### config.mk
export PLATFORM = sky130hd
export DESIGN_NAME = fetch_unit
export DESIGN_NICKNAME = d
export VERILOG_FILES = /design/src/rtl/fetch_unit_pkg.sv /design/src/rtl/fetch_queue.sv /design/src/rtl/fetch_unit.sv
export SDC_FILE = /design/constraint.sdc
export NUM_CORES = 1
export LEC_CHECK = 0
export BUFFER_PORTS_ARGS = -buffer_cell sky130_fd_sc_hd__buf_2
export CORE_ASPECT_RATIO = 1.4
export CORE_MARGIN = 4
export CORE_UTILIZATION = 59
export CTS_CLUSTER_DIAMETER = 80
export DETAILED_ROUTE_END_ITERATION = 8
export PLACE_DENSITY = 0.8
export RECOVER_POWER = 100
export SLEW_MARGIN = 20
export SYNTH_ARGS = -nofsm -noshare
export SYNTH_HDL_FRONTEND = slang
export SYNTH_SLANG_ARGS = --single-unit
### constraint.sdc
create_clock -name clk -period 5.4 [get_ports clk]
set_input_delay 0.81 -clock clk [delete_from_list [all_inputs] [get_ports clk]]
set_output_delay 0.81 -clock clk [all_outputs]
set_load 0.005 [all_outputs]
### src/rtl/fetch_unit_pkg.sv
// Shared definitions for the instruction fetch front end.
// Provides the default reset PC, the queue entry layout and a helper for
// counter widths so fetch_unit and fetch_queue size their counters alike.
package fetch_unit_pkg;

  localparam logic [31:0] DEFAULT_RESET_PC = 32'h0;

  // One prefetch queue slot: instruction word plus the address it came from.
  typedef struct packed {
    logic [31:0] pc;
    logic [31:0] data;
  } fetch_entry_t;

  // Width of a counter that must hold values 0..depth inclusive.
  function automatic int unsigned ctr_width(input int unsigned depth);
    return $clog2(depth) + 1;
  endfunction

endpackage

### src/rtl/fetch_queue.sv
// Prefetch queue: synchronous FIFO of DEPTH {pc, data} entries.
// Ports:
//   clk, rst            clock, synchronous active-high reset
//   push, push_data,
//   push_pc             write one entry at the tail
//   pop                 discard the head entry
//   flush               empty the queue (wins over push/pop)
//   count               number of stored entries (0..DEPTH)
//   head_data, head_pc  head entry, read straight from the storage registers
module fetch_queue
  import fetch_unit_pkg::*;
#(
  parameter int unsigned DEPTH = 4
) (
  input  logic                     clk,
  input  logic                     rst,
  input  logic                     push,
  input  logic [31:0]              push_data,
  input  logic [31:0]              push_pc,
  input  logic                     pop,
  input  logic                     flush,
  output logic [$clog2(DEPTH):0]   count,
  output logic [31:0]              head_data,
  output logic [31:0]              head_pc
);

  localparam int unsigned AW = $clog2(DEPTH);

  fetch_entry_t  mem [DEPTH];
  logic [AW-1:0] wr_ptr;
  logic [AW-1:0] rd_ptr;

  // Storage is cleared on reset so the head reads as zero out of reset.
  always_ff @(posedge clk) begin
    if (rst) begin
      for (int unsigned i = 0; i < DEPTH; i++) mem[i] <= '0;
      wr_ptr <= '0;
      rd_ptr <= '0;
      count  <= '0;
    end else if (flush) begin
      wr_ptr <= '0;
      rd_ptr <= '0;
      count  <= '0;
    end else begin
      if (push) begin
        mem[wr_ptr] <= '{pc: push_pc, data: push_data};
        wr_ptr      <= wr_ptr + 1'b1;
      end
      if (pop) rd_ptr <= rd_ptr + 1'b1;
      case ({push, pop})
        2'b10:   count <= count + 1'b1;
        2'b01:   count <= count - 1'b1;
        default: ;
      endcase
    end
  end

  assign head_data = mem[rd_ptr].data;
  assign head_pc   = mem[rd_ptr].pc;

endmodule

### src/rtl/fetch_unit.sv
// Instruction fetch front end.
// Issues sequential word-address reads, buffers in-order responses in a
// DEPTH-entry prefetch queue and presents {instr_data, instr_pc} with a
// valid/ready handshake. A redirect flushes queued and in-flight words and
// restarts fetch at redirect_pc.
// Ports:
//   clk, rst                          clock, synchronous active-high reset
//   imem_req_valid/addr/ready         read request channel
//   imem_resp_valid/data              in-order read response channel
//   instr_valid/data/pc/ready         issue handshake (queue head)
//   redirect_valid/pc                 flush and restart fetch
module fetch_unit
  import fetch_unit_pkg::*;
#(
  parameter int unsigned DEPTH    = 4,
  parameter logic [31:0] RESET_PC = DEFAULT_RESET_PC
) (
  input  logic        clk,
  input  logic        rst,
  output logic        imem_req_valid,
  output logic [31:0] imem_req_addr,
  input  logic        imem_req_ready,
  input  logic        imem_resp_valid,
  input  logic [31:0] imem_resp_data,
  output logic        instr_valid,
  output logic [31:0] instr_data,
  output logic [31:0] instr_pc,
  input  logic        instr_ready,
  input  logic        redirect_valid,
  input  logic [31:0] redirect_pc
);

  localparam int unsigned CW      = ctr_width(DEPTH);
  localparam logic [CW:0] DEPTH_W = (CW + 1)'(DEPTH);

  logic [31:0]   fetch_pc;
  logic [31:0]   ret_pc;
  logic [CW-1:0] outstanding;
  logic [CW-1:0] drop;
  logic [CW-1:0] count;
  logic [CW:0]   credit_used;
  logic          accept;
  logic          live_resp;
  logic          push;
  logic          pop;

  // Queued plus in-flight words never exceed DEPTH, so the queue cannot overflow.
  assign credit_used    = {1'b0, count} + {1'b0, outstanding};
  assign imem_req_valid = !rst && !redirect_valid && (drop == '0) && (credit_used < DEPTH_W);
  assign imem_req_addr  = fetch_pc;

  assign accept    = imem_req_valid && imem_req_ready;
  assign live_resp = imem_resp_valid && (drop == '0);
  assign push      = live_resp && !redirect_valid;
  assign pop       = instr_valid && instr_ready && !redirect_valid;
  assign instr_valid = (count != '0);

  // On redirect every word still owed by memory becomes a drop credit. Folding
  // drop into the sum also covers a redirect that arrives while still draining.
  always_ff @(posedge clk) begin
    if (rst) begin
      fetch_pc    <= RESET_PC;
      ret_pc      <= RESET_PC;
      outstanding <= '0;
      drop        <= '0;
    end else if (redirect_valid) begin
      fetch_pc    <= redirect_pc;
      ret_pc      <= redirect_pc;
      drop        <= drop + outstanding - CW'(imem_resp_valid);
      outstanding <= '0;
    end else begin
      if (accept) fetch_pc <= fetch_pc + 32'd1;
      if (push)   ret_pc   <= ret_pc + 32'd1;
      if (imem_resp_valid && (drop != '0)) drop <= drop - 1'b1;
      case ({accept, live_resp})
        2'b10:   outstanding <= outstanding + 1'b1;
        2'b01:   outstanding <= outstanding - 1'b1;
        default: ;
      endcase
    end
  end

  fetch_queue #(
    .DEPTH(DEPTH)
  ) u_queue (
    .clk       (clk),
    .rst       (rst),
    .push      (push),
    .push_data (imem_resp_data),
    .push_pc   (ret_pc),
    .pop       (pop),
    .flush     (redirect_valid),
    .count     (count),
    .head_data (instr_data),
    .head_pc   (instr_pc)
  );

endmodule
Word level (Yosys, flattened, before mapping)
Memories as Yosys holds them, arrays and structs flattened. A register that Yosys moved wholly into a read port is not among the register bits.
Cells that the tools add are included.
{"block": "totals", "register_bits": 77, "mem_bits_rw": 256, "in_bits": 70, "output_inout_bits": 98, "elab_cells": 65, "n_memories": 1}
{"memory": "u_queue.mem", "depth": 4, "word_bits": 64, "rd": 1, "rd_clocked_by_memory_dff": 1, "wr": 4, "line_no": "fetch_queue.sv:29", "rtl": "fetch_entry_t mem [DEPTH];"}
{"block": "op_classes", "add_sub_neg": 12, "magnitude_cmp": 1, "n_eq_ne": 4, "mux": 19, "reduce_logical": 21}
{"cell": "$mux W32", "n": 4}
{"cell": "$add A32 B1 Y32 const B", "n": 2}
{"cell": "$mux W64", "n": 1}
{"cell": "$reduce_or A64 Y1", "n": 1}
{"cell": "$pmux W3 S2", "n": 2}
{"cell": "$reduce_bool A2 Y1", "n": 5}
{"cell": "$logic_and A1 B1 Y1", "n": 9}
{"cell": "$sub A3 B1 Y3 const B", "n": 3}
{"cell": "$mux W1", "n": 7}
{"cell": "$add A3 B1 Y3 const B", "n": 2}
{"cell": "$mux W2", "n": 3}
{"cell": "$mux W3", "n": 2}
{"cell": "$reduce_bool A3 Y1", "n": 2}
{"cell": "$add A2 B1 Y2 const B", "n": 2}
{"cell": "$add A3 B3 Y4", "n": 1}
{"cell": "$eq A2 B1 Y1 const B", "n": 2}
{"cell": "$eq A2 B2 Y1 const B", "n": 2}
{"cell": "$lt A4 B3 Y1 const B", "n": 1}
{"cell": "$add A3 B3 Y3", "n": 1}
{"cell": "$logic_not A3 Y1", "n": 1}
{"cell": "$sub A3 B1 Y3", "n": 1}
{"cell": "$logic_not A1 Y1", "n": 2}
{"cell": "$reduce_or A2 Y1", "n": 1}

Longest topological paths before layout
Gate-level depths: netlist (run 1).
{"block": "logic_depth", "word_depth": 9, "ltp_mapped": 13, "ltp_nobuf": 11}

By module
From an unflattened synthesis (run 1), not the netlist that was laid out.
{"block": "unflattened", "hier_cells": 1240, "hier_area_um2": 15397.3}
{"mod": "fetch_queue", "instances": 1, "cells_each": 737, "area_per_inst_um2": 11338.4, "seq_area_each_um2": 7867.5}
{"mod": "fetch_unit", "instances": 1, "cells_each": 503, "area_per_inst_um2": 4058.9, "seq_area_each_um2": 1401.3}

Least setup slack after synthesis (run 1)
Ideal clock, no wire load.
{"block": "synth_path", "path_kind": "input port to flip-flop", "from": "input port imem_resp_valid", "to": "memory u_queue.mem[1][0] (netlist name), enable pin", "setup_time_ps": 499, "arrival_ps": 4222, "required_ps": 4901, "setup_slack_ps": 678, "path_stages": 4, "n_path_buf": 0, "path_cell_list": "nand3b_1 -> nor2_1 -> inv_1 -> o21bai_1"}
{"element": "from (decl)", "line_no": "fetch_unit.sv:23", "rtl": "input logic imem_resp_valid,"}
{"element": "to (decl)", "line_no": "fetch_queue.sv:29"}

==> results of run 1 <==
cell type report:
cell class              instances  area, µm²
inverters                      93        349
clock buffers                  36        795
clock inverters                18        270
multi-input cells             733       5100
fillers                      1786       7770
well taps                     315        394
flip-flops and latches        335       9270
repair buffers                184        890
stage by stage:
step | setup WS (ns) | utilization (%) | hold slack, ns | power [W] | instance area (µm²)
finish | 1.20 | 68.7 | 0.527 | 0.00590 | 17100
floorplan | 0.678 | - | 0.467 | 0.00344 | 15000
global route | 0.948 | 68.7 | 0.526 | 0.00612 | 17100
CTS | 1.85 | 69.1 | 0.503 | 0.00595 | 17200
global placement | 2.28 | 64.9 | 0.491 | 0.00366 | 16100
detailed placement | 2.24 | 64.9 | 0.506 | 0.00368 | 16100
metal layers:
layer / routed length (µm) / up-vias
met4: 977 / 0
met3: 2590 / 64
met5: 0 / -
met2: 17400 / 471
met1: 12800 / 4900
li1: - / 4692
registers in the layout (all words and copies together), names as in the netlist, named ones only:
register        cells
drop                3
u_queue.count       3
outstanding         3
u_queue.rd_ptr      2
ret_pc             32
u_queue.mem       256
u_queue.wr_ptr      2
imem_req_addr      32
synth_stat cells (3+ instances only):
library cell  number  area, µm²
a21boi_0          14        105
o211ai_1           5       37.5
a211oi_1          18        135
nand4b_1           4       35.0
dfxtp_1           79       1580
and4_1             9       78.8
buf_2             14       70.1
fa_1               3       60.1
mux2i_1            4       40.0
xnor2_1           13        114
nand4_1           32        200
nand2_1          113        424
and3_1            11       68.8
ha_1              11        138
a22oi_1            3       22.5
a21oi_1           22        110
o21bai_1           3       22.5
a31oi_1           21        131
inv_1             91        342
or3_1             10       62.6
clkbuf_1          48        180
nand2b_1           5       31.3
buf_1             10       37.5
and2_1             9       56.3
xor2_1            36        315
buf_4              3       22.5
nor3_1             8       40.0
nor2_1           245        920
nand3b_1           4       30.0
mux4_2            64       1440
or2_2              3       18.8
nand3_1           19       95.1
o21ai_0           14       70.1
nor4_2             3       37.5
edfxtp_1         256       7690
nor4_1             4       25.0
where the power goes:
part / internal, W / total, W / switching [W]
registers: 0.00294 / 0.00303 / 0.0000909
logic: 0.000224 / 0.000579 / 0.000356
clock network: 0.00138 / 0.00229 / 0.000912
total: 0.00454 / 0.00590 / 0.00136
cell families (layout without fill, tap and decap cells):
family | count (synthesis) | after routing | synth area share [%]
flip-flops | 335 | 335 | 61.7
AND/OR/NAND/NOR | 486 | 486 | 14.7
multiplexers | 70 | 70 | 10.0
AO/OA/AOI/OAI | 114 | 114 | 5.01
adder cells (fa/ha/maj) | 14 | 14 | 1.32
buffers and inverters | 168 | 331 | 4.39
XOR/XNOR | 49 | 49 | 2.86
worst max-delay path by stage:
stage,to,slack (ns)
after detailed placement,outstanding[2],2.24
after CTS,instr_pc[31],1.85
after global routing,u_queue.mem[1][51],0.95
after global placement,outstanding[2],2.28
after floorplan,u_queue.mem[1][0],0.68
final,u_queue.mem[2][23],1.20
critical path, stage by stage:
cell,delay [ns]
buf_2,0.09
clkbuf_1,2.21
o21bai_2,0.43
buf_4,0.76
==> impl_metrics.tcl, run 1 <==
set metrics [dict create \
    drv_cap 2 \
    ys_async_sr_fraction_pct 0 \
    grt_antenna_before_repair 0 \
    cts.sinks 335 \
    cp.required_ns 5.56 \
    ys_ff_latch 335 \
    via_per_inst 5.91 \
    fin_skew_ns 0.0109 \
    busiest_layer "met2" \
    worstHoldStart "redirect_pc[0]" \
    hp-class "primary input to register" \
    setup_violations 0 \
    rr_startpoint "drop[0]" \
    clock.fmax_ghz 0.238 \
    ant_nets 0 \
    grt_pass1_vias 10270 \
    rows 68 \
    n_antenna_cell 0 \
    drt-initial-drc-count 763 \
    grt_max_degree 69 \
    p_per_area_nw_per_um2 346 \
    die_h_um 197 \
    ys.flop_type "edfxtp_1" \
    dp_cells 1660 \
    post-route-min-period_ns 4.20 \
    finalSetupTns_ns 0 \
    clk_pin_slew_ns 0.07 \
    worst_skew_pair.late_latency_ns 0.55 \
    drc_errors 0 \
    hold_end "ret_pc[0]" \
    hpwl_um 20300 \
    tritoncts "built" \
    grtUsageTotal_pct 24.1 \
    worst_r2r_path_depth 12 \
    r2r_end "outstanding[2]" \
    tightest_slew_ns 3.16 \
    final_cells 1714 \
    grt_use_met1_pct 31.3 \
    worstSetupStartpoint "rst" \
    use_met2_pct 41.6 \
    p_leak_nw 6.54 \
    relSlewSlack_pct -111 \
    root_buffer "clkbuf_16" \
    final_cell_mix "edfxtp_1, nor2_1, nand2_1, buf_2, inv_1" \
    critPathMaxFanout 68 \
    syn_inst 1236 \
    dieArea_um2 28100 \
    avgSynthCellArea_um2 12.2 \
    irDropWorstVdd_mv 0.292 \
    cp-start-kind "primary input" \
    drive_above_1_share_pct 18.4 \
    critical_path_class "primary input to register" \
    synth-edff-count 256 \
    hold_viol 0 \
    initial_utilization_pct 60.5 \
    grt_overflow 0 \
    synth_fp_nets 1320 \
    failed_checks "max-capacitance violations, max-slew violations" \
    first_pass_iters 5 \
    post_drt_wl_per_cell_um 19.7 \
    worstSetupEndpointType "register" \
    numCtsBuffers 30 \
    status "finished with violations" \
    wl_um 33800 \
    cp.arrival_ns 4.37 \
    grt_pass1_wl_um 53500 \
    cts_setup_buffers 0 \
    synthDistinctLibCells 56 \
    maxSlewViolCount 113 \
    cts_resized 0 \
    io_pins 168 \
    r2r_setup_slack_ns 2.37 \
    use_met3_pct 3.25 \
    core_um2 24800 \
    seq_area_frac_synth_pct 61.7 \
    min_period_over_period_pct 77.9 \
    rsz0062_at_grt "no" \
    cts_hold_buf 0 \
    syn_to_final_growth_pct 13.6 \
    nNetsFinal 1461 \
    clockBufferDepth 3 \
    htreeDepth 1 \
    ys_warn_count 0 \
    numPortBuffers 167 \
    whs_path_depth 3 \
    die_w_um 143 \
    syn-cell-area_um2 15000 \
    layout_commonest_cell "edfxtp_1" \
    gp_congestion 0.880 \
    vias 10127 \
]
No activity file was read; power rests on OpenSTA's default activity.
==> run 2, diff against run 1 <==
Clock period 5.4 ns to 4.2 ns, I/O delays scaled along.
==> run 2 against run 1 <==
Against the previous run: the run still ends with max-capacitance violations, max-slew violations left; non-clock buffer count increased by 1; die area did not move; sequential share of layout area grew 0.20 points; final area decreased by 0.36%; worst setup slack worse by 0.47 ns; first-iteration DRC count decreased by 2.6%; total power is 25% higher; critical path depth is 1 lower; clock-buffer cell count is 5 higher; hold slack worse by 0.19 ns; clock power increased by 18%; largest power group unchanged.
==> impl_metrics.tcl, run 2 (synthesis gave the netlist of run 1 again) <==
set metrics [dict create \
    cts_setup_buffers 0 \
    post-route-min-period_ns 3.48 \
    final_cell_mix "edfxtp_1, nor2_1, buf_2, nand2_1, inv_1" \
    dieArea_um2 28100 \
    die_w_um 143 \
    gp_congestion 0.848 \
    post_drt_wl_per_cell_um 19.8 \
    numCtsBuffers 30 \
    nNetsFinal 1462 \
    first_pass_iters 5 \
    whs_path_depth 3 \
    tightest_slew_ns 1.93 \
    cts_resized 0 \
    rr_startpoint "u_queue.wr_ptr[0]" \
    clock.fmax_ghz 0.288 \
    largest_reg_flops 256 \
    setup_violations 0 \
    root_buffer "clkbuf_16" \
    cp.required_ns 3.57 \
    tritoncts "built" \
    drc_errors 0 \
    failed_checks "max-capacitance violations, max-slew violations" \
    layout_commonest_cell "edfxtp_1" \
    drt-initial-drc-count 743 \
    irDropWorstVdd_mv 0.436 \
    grt_max_degree 69 \
    worstHoldStart "redirect_pc[0]" \
    register_area_um2 9270 \
    total_power_w 0.00736 \
    vias 10023 \
    grt_antenna_before_repair 0 \
    die_h_um 197 \
    htreeDepth 1 \
    status "finished with violations" \
    worst_skew_pair.late_latency_ns 0.56 \
    hpwl_um 21500 \
    multi_input_area_um2 5100 \
    initial_utilization_pct 60.5 \
    clockBufferDepth 3 \
    largest_register "u_queue.mem" \
    via_per_inst 5.84 \
    drv_cap 4 \
    fillCellCount 1786 \
    n_antenna_cell 0 \
    relSlewSlack_pct -28.9 \
    final.setup.worst_slack_ns 0.724 \
    ant_nets 0 \
    cp-start-kind "register" \
    grt_overflow 0 \
    r2r_setup_slack_ns 0.87 \
    maxSlewViolCount 225 \
    cp.arrival_ns 2.85 \
    rows 68 \
    syn_to_final_growth_pct 13.2 \
    hp-class "primary input to register" \
    clk_pin_slew_ns 0.07 \
    drive_above_1_share_pct 18.2 \
    worst_r2r_path_depth 3 \
    cts_hold_buf 0 \
    p_leak_nw 6.53 \
    grt_pass1_wl_um 53600 \
    whs_ns 0.340 \
    r2r_end "u_queue.mem[2][49]" \
    fin_skew_ns 0.0100 \
    core_um2 24800 \
    numPortBuffers 167 \
    io_pins 168 \
    wl_um 34100 \
    finalSetupTns_ns 0 \
    fin_util_pct 68.5 \
    worstSetupEndpointType "output port" \
    grtUsageTotal_pct 24.2 \
    p_per_area_nw_per_um2 433 \
    grt_pass1_vias 9959 \
    pre_cts_ws_ns 1.52 \
    rsz0062_at_grt "no" \
    hold_viol 0 \
    cts.sinks 335 \
    hold_end "ret_pc[0]" \
    min_period_over_period_pct 82.8 \
    critical_path_class "register to output port" \
    critPathMaxFanout 35 \
]
## run 2: changes by cell type in the layout (fill, tap and decap cells not counted), moves of 2 or more
| cell | previous run | this run |
|---|---|---|
| buf_4 | 16 | 8 |
| bufinv_16 | 7 | 2 |
| clkinv_2 | 3 | 7 |
| buf_12 | 0 | 3 |
| buf_2 | 111 | 114 |
| clkbuf_1 | 62 | 65 |
| clkbuf_2 | 0 | 3 |
| clkinv_4 | 0 | 3 |
| clkbuf_8 | 0 | 2 |
| clkinvlp_2 | 2 | 0 |
| clkinvlp_4 | 2 | 0 |
| dfxtp_2 | 2 | 0 |
| o21bai_2 | 2 | 0 |
| o21bai_4 | 0 | 2 |
## run 2: report_power, final
group | switching (W) | total (W) | leakage [nW] | internal (W)
clock network | 0.00119 | 0.00271 | 0.483 | 0.00152
registers | 0.000117 | 0.00390 | 3.30 | 0.00378
logic | 0.000463 | 0.000754 | 2.74 | 0.000291
## run 2: worst max-delay path: stages, from the launching register on
cell and delay [ns]:
dfxtp_1 1.39, buf_12 0.33, mux4_2 0.38, buf_2 0.15
## run 2: through the flow
step	instance area, µm²	std cells
after floorplan	15000	1236
after global placement	16200	1661
after detailed placement	16200	1661
after CTS	17200	1717
after global routing	17000	1717
final	17000	1717
## run 2: how the worst max path moves through the flow
stage | startpoint | slack, ns | depth (start not counted) | end
5_1_grt | register | 0.58 | 3 | instr_pc[31]
2_1_floorplan | imem_resp_valid | -0.34 | 4 | u_queue.mem[1][0]
3_5_place_dp | rst | 1.52 | 3 | u_queue.mem[3][29]
6_report | register | 0.72 | 3 | instr_pc[31]
4_1_cts | register | 0.94 | 3 | instr_pc[20]
3_3_place_gp | rst | 1.52 | 3 | u_queue.mem[3][48]
## run 2: layout make-up
type	instances	share of cell area [%]
flip-flops and latches	335	54.5
multi-input cells	733	30.0
repair buffers	185	5.41
clock buffers	41	4.90
well taps	315	2.32
inverters	93	2.05
clock inverters	15	0.824
## run 2: per-layer routing
layer | wire length (µm) | up-vias | global-route usage (%)
li1 | - | 4699 | -
met1 | 13100 | 4864 | 31.9
met2 | 17600 | 393 | 41.7
met3 | 2220 | 67 | 2.74
met4 | 1130 | 0 | 8.74
met5 | 0 | - | 0
==> run 3, diff against run 2 <==
Settings changed: CORE_UTILIZATION 59 to 53, PLACE_DENSITY 0.8 to 0.76.
Clock period 4.2 ns to 2.9 ns, I/O delays scaled along.
==> run 3 against run 2 <==
Against the previous run: the run now ends clean; clock skew up 0.0028 ns; final cell count up 3.7%; core utilization down 6.8 points; critical path type is now register to register.
==> impl_metrics.tcl, run 3 (synthesis gave the netlist of run 1 again) <==
set metrics [dict create \
    drt-initial-drc-count 757 \
    dieArea_um2 31100 \
    drv_cap 0 \
    post_drt_wl_per_cell_um 19.0 \
    clk_pin_slew_ns 0.06 \
    fin_skew_ns 0.0128 \
    wl_um 33800 \
    grt_antenna_before_repair 0 \
    io_pins 168 \
    layout_commonest_cell "edfxtp_1" \
    total_power_w 0.0107 \
    first_pass_iters 5 \
    hold_viol 0 \
    cts.sinks 335 \
    cts_hold_buf 0 \
    die_w_um 150 \
    cp-start-kind "register" \
    irDropWorstVdd_mv 0.426 \
    final_cells 1780 \
    clockBufferDepth 3 \
    drive_above_1_share_pct 17.9 \
    pre_cts_ws_ns 0.410 \
    core_um2 27800 \
    p_leak_nw 6.52 \
    n_antenna_cell 0 \
    worstSetupEndpointType "register" \
    whs_ns 0.142 \
    die_h_um 207 \
    p_per_area_nw_per_um2 622 \
    grt_max_degree 69 \
    hpwl_um 21100 \
    tritoncts "built" \
    fillCellCount 2224 \
    grt_pass1_vias 10130 \
    final.setup.worst_slack_ns 0.250 \
    numPortBuffers 167 \
    hold_end "ret_pc[6]" \
    dp_cells 1722 \
    r2r_setup_slack_ns 0.25 \
    final_cell_mix "edfxtp_1, nor2_1, nand2_1, buf_2, inv_1" \
    cts_setup_buffers 0 \
    clock.fmax_ghz 0.377 \
    drc_errors 0 \
    grt_overflow 0 \
    via_per_inst 5.64 \
    r2r_end "u_queue.mem[0][22]" \
    status "finished clean" \
    cp.arrival_ns 3.04 \
    gp_congestion 0.903 \
    relSlewSlack_pct 33.6 \
    worst_r2r_path_depth 7 \
    maxSlewViolCount 0 \
    root_buffer "clkbuf_16" \
    worstHoldStart "rst" \
    largest_reg_flops 256 \
    rsz0062_at_grt "no" \
    vias 10035 \
    ant_nets 0 \
    rr_startpoint "drop[0]" \
    critical_path_class "register to register" \
    worst_skew_pair.late_latency_ns 0.55 \
    syn_to_final_growth_pct 14.2 \
    nNetsFinal 1469 \
    grtUsageTotal_pct 21.6 \
    htreeDepth 1 \
    whs_path_depth 2 \
    numCtsBuffers 31 \
    initial_utilization_pct 54.0 \
    min_period_over_period_pct 91.4 \
    grt_pass1_wl_um 53900 \
    largest_register "u_queue.mem" \
    post-route-min-period_ns 2.65 \
    tightest_slew_ns 0.995 \
    setup_violations 0 \
    critPathMaxFanout 64 \
    rows 72 \
    hp-class "primary input to register" \
    cp.required_ns 3.29 \
    cts_resized 0 \
]
run 3: stage by stage:
stage | cell area, µm² | setup TNS [ns] | utilization (%)
finish | 17200 | 0 | 61.6
floorplan | 15000 | -35.89 | -
CTS | 17300 | 0 | 62.2
detailed placement | 16300 | 0 | 58.7
global route | 17200 | 0 | 61.6
global placement | 16300 | 0 | 58.7
run 3: final cells by class:
class	instances	area, µm²	share of cell area (%)
repair buffers	191	995	5.80
well taps	370	463	2.70
clock buffers	44	875	5.10
multi-input cells	733	5090	29.7
clock inverters	14	111	0.649
flip-flops and latches	335	9270	54.1
inverters	93	349	2.04
run 3: power by group:
group          switching [W]  total [W]  internal, W
Sequential          0.000159    0.00563      0.00547
Combinational       0.000682    0.00111     0.000429
Clock                0.00173    0.00393      0.00219
run 3: worst max path at each step:
stage	startpoint	to	slack, ns	cells after the start
finish	drop[0]	u_queue.mem[0][22]	0.25	7
global route	drop[0]	u_queue.mem[1][56]	0.06	7
CTS	register	instr_pc[28]	0.18	3
detailed placement	drop[0]	u_queue.count[2]	0.41	11
global placement	drop[0]	u_queue.count[2]	0.49	11
floorplan	drop[0]	u_queue.mem[1][0]	-0.28	6
run 3: critical path, stage by stage (launching register included):
cell	delay, ns
dfxtp_1	0.29
inv_1	0.12
ha_1	0.22
nor4b_1	0.40
and2_2	0.23
clkbuf_4	0.70
nand2_1	0.25
nor2_1	0.21
run 3: routing by layer:
| layer | global-route usage [%] | vias up | part of all wire [%] |
|---|---|---|---|
| met5 | 0 | - | 0 |
| met1 | 28.5 | 4951 | 40 |
| met2 | 38.9 | 346 | 52 |
| met4 | 3.76 | 0 | 1.0 |
| met3 | 2.47 | 28 | 6.4 |
| li1 | - | 4710 | - |
